File: src/rtl/bbox_extractor_pkg.sv
`default_nettype none
// ============================================================================
//  Module      : bbox_extractor_pkg
//  Description : Shared video timing constants (active area, coordinate
//                width) used by the bounding-box extractor, the overlay
//                stage and the timing generator, plus the extractor FSM
//                state type.
//  Revision    : 1.0  initial release
// ============================================================================
package bbox_extractor_pkg;

   // Shared video geometry
   localparam int VID_COORD_W  = 10;
   localparam int VID_H_ACTIVE = 640;
   localparam int VID_V_ACTIVE = 480;

   // Extractor frame-scan state
   typedef enum logic [0:0] {
      ST_IDLE  = 1'b0,
      ST_ACCUM = 1'b1
   } bbox_state_t;

endpackage : bbox_extractor_pkg
`default_nettype wire

File: src/rtl/bbox_extractor_minmax_track.sv
`default_nettype none
// ============================================================================
//  Module      : minmax_track
//  Description : Running minimum/maximum tracker for one coordinate axis.
//                The min/max outputs are look-ahead values: they already
//                fold in this cycle's sample when en is high. This lets the
//                parent latch a frame result in the same cycle as the last
//                sample. init restarts tracking; a sample presented with
//                init becomes the first sample of the new run.
//  Ports       : clk  - clock
//                rst  - synchronous active-high reset
//                init - restart tracking (load initial extremes)
//                en   - val is a sample to track this cycle
//                val  - sample value
//                min  - running minimum including this cycle's sample
//                max  - running maximum including this cycle's sample
//  Revision    : 1.0  initial release
// ============================================================================
module minmax_track #(
   parameter int W        = 10,
   parameter int MIN_INIT = 639
) (
   input  logic         clk,
   input  logic         rst,
   input  logic         init,
   input  logic         en,
   input  logic [W-1:0] val,
   output logic [W-1:0] min,
   output logic [W-1:0] max
);

   localparam logic [W-1:0] c_min_init = W'(MIN_INIT);
   localparam logic [W-1:0] c_max_init = '0;

   logic [W-1:0] r_min;
   logic [W-1:0] r_max;
   logic [W-1:0] w_min_fold;
   logic [W-1:0] w_max_fold;

   assign w_min_fold = (en && (val < r_min)) ? val : r_min;
   assign w_max_fold = (en && (val > r_max)) ? val : r_max;

   assign min = w_min_fold;
   assign max = w_max_fold;

   always_ff @(posedge clk) begin
      if (rst) begin
         r_min <= c_min_init;
         r_max <= c_max_init;
      end else if (init) begin
         r_min <= en ? val : c_min_init;
         r_max <= en ? val : c_max_init;
      end else begin
         r_min <= w_min_fold;
         r_max <= w_max_fold;
      end
   end

endmodule : minmax_track
`default_nettype wire

File: src/rtl/bbox_extractor.sv
`default_nettype none
// ============================================================================
//  Module      : bbox_extractor
//  Description : Scans one frame of a 1-bit object mask and reports the
//                bounding box of the set pixels. Results are latched one
//                cycle after frame_end and stay stable until the next
//                completed frame.
//  Ports       : clk         - pixel clock
//                rst         - synchronous active-high reset
//                frame_start - 1-cycle pulse, first cycle of a frame
//                frame_end   - 1-cycle pulse, on/after last active pixel
//                pixel_valid - pixel_x/pixel_y/mask_in meaningful
//                pixel_x/y   - current pixel coordinates
//                mask_in     - 1 = pixel belongs to the object
//                left/right/top/bottom - last reported box
//                box_found   - last frame had >= MIN_PIXELS set pixels
//                bbox_valid  - 1-cycle pulse when outputs were updated
//                pixel_count - saturating set-pixel count of last frame
//  Revision    : 1.0  initial release
// ============================================================================
module bbox_extractor
   import bbox_extractor_pkg::*;
#(
   parameter int COORD_W    = VID_COORD_W,
   parameter int H_ACTIVE   = VID_H_ACTIVE,
   parameter int V_ACTIVE   = VID_V_ACTIVE,
   parameter int MIN_PIXELS = 64,
   parameter int CNT_W      = 19
) (
   input  logic               clk,
   input  logic               rst,
   input  logic               frame_start,
   input  logic               frame_end,
   input  logic               pixel_valid,
   input  logic [COORD_W-1:0] pixel_x,
   input  logic [COORD_W-1:0] pixel_y,
   input  logic               mask_in,
   output logic [COORD_W-1:0] left,
   output logic [COORD_W-1:0] right,
   output logic [COORD_W-1:0] top,
   output logic [COORD_W-1:0] bottom,
   output logic               box_found,
   output logic               bbox_valid,
   output logic [CNT_W-1:0]   pixel_count
);

   localparam logic [COORD_W:0]  c_x_lim   = (COORD_W+1)'(H_ACTIVE);
   localparam logic [COORD_W:0]  c_y_lim   = (COORD_W+1)'(V_ACTIVE);
   localparam logic [CNT_W-1:0]  c_min_pix = CNT_W'(MIN_PIXELS);

   // ------------------------------------------------------------------
   // FSM
   // ------------------------------------------------------------------
   bbox_state_t r_state;
   bbox_state_t w_state_nxt;
   logic        w_init;
   logic        w_latch;

   always_ff @(posedge clk) begin
      if (rst) begin
         r_state <= ST_IDLE;
      end else begin
         r_state <= w_state_nxt;
      end
   end

   always_comb begin
      w_state_nxt = r_state;
      w_init      = 1'b0;
      w_latch     = 1'b0;
      case (r_state)
         ST_IDLE: begin
            if (frame_start) begin
               w_init      = 1'b1;
               w_state_nxt = ST_ACCUM;
            end
         end
         ST_ACCUM: begin
            if (frame_end) begin
               w_latch     = 1'b1;
               w_state_nxt = ST_IDLE;
            end
            // A new frame_start always restarts accumulation, whether or
            // not the current frame is being closed in the same cycle.
            if (frame_start) begin
               w_init      = 1'b1;
               w_state_nxt = ST_ACCUM;
            end
         end
         default: begin
            w_state_nxt = ST_IDLE;
         end
      endcase
   end

   // ------------------------------------------------------------------
   // Pixel qualification: a frame_start cycle already belongs to the new
   // frame, so pixels are taken in ACCUM or on any frame_start.
   // ------------------------------------------------------------------
   logic w_in_area;
   logic w_en;

   assign w_in_area = ({1'b0, pixel_x} < c_x_lim) && ({1'b0, pixel_y} < c_y_lim);
   assign w_en      = pixel_valid && mask_in && w_in_area &&
                      ((r_state == ST_ACCUM) || frame_start);

   // ------------------------------------------------------------------
   // Axis trackers (look-ahead outputs include this cycle's pixel)
   // ------------------------------------------------------------------
   logic [COORD_W-1:0] w_min_x;
   logic [COORD_W-1:0] w_max_x;
   logic [COORD_W-1:0] w_min_y;
   logic [COORD_W-1:0] w_max_y;

   minmax_track #(
      .W        (COORD_W),
      .MIN_INIT (H_ACTIVE - 1)
   ) u_track_x (
      .clk  (clk),
      .rst  (rst),
      .init (w_init),
      .en   (w_en),
      .val  (pixel_x),
      .min  (w_min_x),
      .max  (w_max_x)
   );

   minmax_track #(
      .W        (COORD_W),
      .MIN_INIT (V_ACTIVE - 1)
   ) u_track_y (
      .clk  (clk),
      .rst  (rst),
      .init (w_init),
      .en   (w_en),
      .val  (pixel_y),
      .min  (w_min_y),
      .max  (w_max_y)
   );

   // ------------------------------------------------------------------
   // Saturating set-pixel counter; w_cnt_fold includes this cycle's pixel
   // ------------------------------------------------------------------
   logic [CNT_W-1:0] r_cnt;
   logic [CNT_W-1:0] w_cnt_fold;

   assign w_cnt_fold = (w_en && (r_cnt != '1)) ? (r_cnt + CNT_W'(1)) : r_cnt;

   always_ff @(posedge clk) begin
      if (rst) begin
         r_cnt <= '0;
      end else if (w_init) begin
         r_cnt <= w_en ? CNT_W'(1) : '0;
      end else begin
         r_cnt <= w_cnt_fold;
      end
   end

   // ------------------------------------------------------------------
   // Output latch: coordinates only move when a box is actually found
   // ------------------------------------------------------------------
   logic [COORD_W-1:0] r_left;
   logic [COORD_W-1:0] r_right;
   logic [COORD_W-1:0] r_top;
   logic [COORD_W-1:0] r_bottom;
   logic               r_found;
   logic               r_valid;
   logic [CNT_W-1:0]   r_count;
   logic               w_found;

   assign w_found = (w_cnt_fold >= c_min_pix);

   always_ff @(posedge clk) begin
      if (rst) begin
         r_left   <= '0;
         r_right  <= '0;
         r_top    <= '0;
         r_bottom <= '0;
         r_found  <= 1'b0;
         r_valid  <= 1'b0;
         r_count  <= '0;
      end else begin
         r_valid <= w_latch;
         if (w_latch) begin
            r_count <= w_cnt_fold;
            r_found <= w_found;
            if (w_found) begin
               r_left   <= w_min_x;
               r_right  <= w_max_x;
               r_top    <= w_min_y;
               r_bottom <= w_max_y;
            end
         end
      end
   end

   assign left        = r_left;
   assign right       = r_right;
   assign top         = r_top;
   assign bottom      = r_bottom;
   assign box_found   = r_found;
   assign bbox_valid  = r_valid;
   assign pixel_count = r_count;

endmodule : bbox_extractor
`default_nettype wire
File: config.mk
export PLATFORM = sky130hd
export DESIGN_NAME = bbox_extractor
export DESIGN_NICKNAME = d
export VERILOG_FILES = /design/src/rtl/bbox_extractor_pkg.sv /design/src/rtl/bbox_extractor_minmax_track.sv /design/src/rtl/bbox_extractor.sv
export SDC_FILE = /design/constraint.sdc
export NUM_CORES = 1
export LEC_CHECK = 0
export CAP_MARGIN = 10
export CORE_UTILIZATION = 45
export CTS_CLUSTER_SIZE = 28
export DETAILED_ROUTE_END_ITERATION = 8
export GPL_TIMING_DRIVEN = 0
export PLACE_DENSITY = 0.7
export SLEW_MARGIN = 25
export SYNTH_ARGS = -nofsm -noshare
export SYNTH_HDL_FRONTEND = slang
export SYNTH_SLANG_ARGS = --single-unit
File: constraint.sdc
create_clock -name clk -period 2.67 [get_ports clk]
set_input_delay 0.534 -clock clk [delete_from_list [all_inputs] [get_ports clk]]
set_output_delay 0.534 -clock clk [all_outputs]
set_load 0.05 [all_outputs]
==> results.txt <==
Clock share of power = 54.0%
Synth warn = 0
Register Area = 2450 µm²
CTS H-tree depth = 4
DRT Wirelength = 19700 µm
DIE AREA = 14900 µm²
Tcrit/Tclk final = 104%
Total number of vias = 6182
CP endpoint kind = register
Post-synth EDFFs = 0
Die X-Extent = 122 µm
HP Class = input port to register
WS Path Type = input port to register
Worst VDD drop = 455 µV
WL/cell = 18.7 µm
Post-synth top cells = 121 x dfxtp_1, 65 x inv_1, 60 x nor2_1
Min-delay src = pixel_y[5]
Core ar. = 14000 µm²
# IOs = 87
Leak = 3.48 nW
Synth Instances = 728
Worst Path Required = 2.96 ns
DP HPWL = 13100 µm
Arr. time, crit path = 3.06 ns
Sequential power share = 38.0%
Nets@finish = 922
DRT Pass-1 Iters = 5
Root Buffer = clkbuf_16
Library cells used by synthesis = 59
Combinational share of power = 8.0%
Final setup fails = 33
First-pass GRT wire length = 30300 µm
Finished Core Util = 66.0%
Final instance area = 9230 µm²
I/O Buffers = 86
Final Critical Period = 2.77 ns
Hold EP = u_track_y.r_max[5]$_SDFF_PP0_
Final ANT Viol Nets = 0
Placed cell areas = 7610 µm²
R2R Path End = left[2]$_SDFFE_PP0P_
Vias in the first global route = 6059
Filler cells = 1085
Worst clock skew = 0.00866 ns
Die height = 122 µm
Remaining DRCs = 0
CTS tree = built
R2R Setup Slk = -0.08 ns
Row count = 43
Cell with the most instances after synthesis = dfxtp_1
Top_reg_cell synth = dfxtp_1
Layout area overhead = 41.9%
Cts bufs inserted = 17
Reg-to-Reg Start = r_state$_SDFF_PP0_
Syn_nets = 793
GRT overflow = 0
Initial Utilization = 46.5%
Sequential share of the synthesized area = 37.2%
WHS Path Cells = 2
GRT Util Overall = 26.2%
Vias per cell = 5.89
P_sw = 0.00112 W
Yosys reg bits = 121
Top-area cell type share of the netlist area = 37.2%
Fmax = 0.361 GHz
Crit-path max FO = 6
DRT iter0 DRCs = 474
Failing checks = setup timing
Sinks on Clock Net = 121
Final Worst Setup Slack = -0.103 ns
Cell type with the largest total area after synthesis = dfxtp_1
Max_slew headroom = 44.4%
Initial antenna violation count = 0
GP Congestion = 0.963
Max Slew Vio Count = 0
Synth Area per Inst = 8.93 µm²
Pin count of the biggest net entering global routing = 17
Maxcap violations = 0
CTS Buffer Depth = 2
Area occupied by multi-input gates = 4190 µm²
Final Hold Viols = 0
Hold_buf cts = 0
Antenna diode count = 0
Switching Fraction = 23.2%
Top post-synthesis cells by area = dfxtp_1 37%, ha_1 7.5%, a211oi_1 6.6%
Worst Setup Start Kind = input port
Reg2reg path depth = 12
Mapped Area = 6500 µm²
Worst-Margin Slew = 0.833 ns
Post-synth ARST share = 0%
Pwr Density = 524 nW/µm²
Clk pin slew, worst setup/hold paths = 0.06 ns
Outcome = finished, violations left
RSZ-0062 raised after global routing = yes
Fin Setup TNS = -0.872 ns
Later-pin clock latency in the skew report = 0.43 ns
Internal = 0.00371 W
Share of cells above drive strength 1 = 24.1%
-- worst max-delay path, stage by stage --
cell and delay [ns]:
clkdlybuf4s15_2 0.26, o21ai_2 0.17, nand4b_1 0.15, buf_6 0.17, buf_6 0.13, nor4_1 0.34
inv_1 0.15, a31oi_2 0.25, nand2_2 0.13, clkbuf_8 0.20, buf_12 0.14, o311ai_4 0.28
o211ai_1 0.14
-- logic make-up after synthesis --
| logic type | Yosys count | share of synthesized area, % |
|---|---|---|
| adders and majority gates | 39 | 7.50 |
| muxes | 41 | 6.93 |
| xor gates and xnor gates | 15 | 2.02 |
| and+or+nand+nor | 205 | 16.6 |
| AOI/OAI and AO/OA | 193 | 22.7 |
| DFF | 121 | 37.2 |
| buffers and inverters | 114 | 6.93 |
-- through the flow --
stage | hold slack (ns) | setup slack, ns | total power (W) | instances
6_report | 0.423 | -0.103 | 0.00484 | 1050
4_1_cts | 0.456 | 0.00103 | 0.00484 | 1044
3_3_place_gp | 0.445 | -1.46 | 0.00224 | 994
2_1_floorplan | 0.434 | -0.0484 | 0.00209 | 728
5_1_grt | 0.447 | -0.161 | 0.00496 | 1050
3_5_place_dp | 0.448 | -1.55 | 0.00225 | 994
-- worst max-delay path by stage --
stage                        startpoint                             to  cells past startpoint
floorplan                    pixel_x[7]  u_track_x.r_min[0]$_SDFF_PP1_                      9
global placement             pixel_x[8]            top[3]$_SDFFE_PP0P_                     10
detailed placement           pixel_x[8]            top[3]$_SDFFE_PP0P_                     10
CTS                 r_cnt[1]$_SDFF_PP0_           left[4]$_SDFFE_PP0P_                     12
global route                 pixel_x[7]           left[4]$_SDFFE_PP0P_                     13
finish                       pixel_x[8]           left[2]$_SDFFE_PP0P_                     13
-- power groups by stage --
stage / Clock, W / Combinational [W] / Sequential [W]
6_report: 0.00261 / 0.000385 / 0.00184
5_1_grt: 0.00270 / 0.000415 / 0.00184
4_1_cts: 0.00262 / 0.000376 / 0.00184
3_5_place_dp: 0 / 0.000362 / 0.00188
3_3_place_gp: 0 / 0.000352 / 0.00188
2_1_floorplan: 0 / 0.000159 / 0.00193
-- metal layers --
| layer | vias up | routed length, µm | part of all wire (%) | global-route usage (%) |
|---|---|---|---|---|
| met5 | - | 0 | 0 | 0 |
| met4 | 0 | 456 | 2.3 | 12.5 |
| met3 | 43 | 900 | 4.6 | 5.86 |
| met2 | 198 | 9880 | 50 | 44.8 |
| met1 | 3020 | 8440 | 43 | 31.0 |
| li1 | 2921 | - | - | - |
-- layout by cell type, fill, tap and decap left out, drive strengths merged, types with 6 or more instances in the layout --
cell,count
nor2,60
or4,11
xnor2,9
mux2i,9
and2,16
clkbuf,56
nand2,37
o22a,8
a21o,9
a211oi,59
dfxtp,121
clkdlybuf4s15,7
nand3,10
o32a,8
a41oi,10
xor2,6
mux2,32
nand4,7
a21oi,17
clkdlybuf4s50,64
or3,6
buf,40
nor2b,12
o211ai,10
ha,39
dlygate4sd2,12
inv,65
nor4,7
a22o,19
nand2b,16
o21ai,14
o311ai,18
-- sequential cells by signal, summed over array words and instances (netlist names) --
register	cells
u_track_x.r_min	10
box_found	1
right	10
r_state	1
u_track_x.r_max	10
pixel_count	19
u_track_y.r_min	10
bbox_valid	1
top	10
bottom	10
r_cnt	19
left	10
u_track_y.r_max	10
-- repair_timing --
item | 4_1_cts | 5_1_grt
setup endpoints to repair | 90 | 51
resized for setup | 164 | 52
pin swaps | 35 | 27
gates cloned | 3 | 2
buffers inserted | 16 | 6
-- final cells by class --
cell class	count	share of cell area, %
buffer	45	3.84
clock buffer	21	5.21
clock inverter	11	2.07
inverter	66	2.73
multi-input combinational	493	45.4
sequential	121	26.6
tap	180	2.44
timing repair buffer	113	11.8
(Power assumes the default switching activity.)
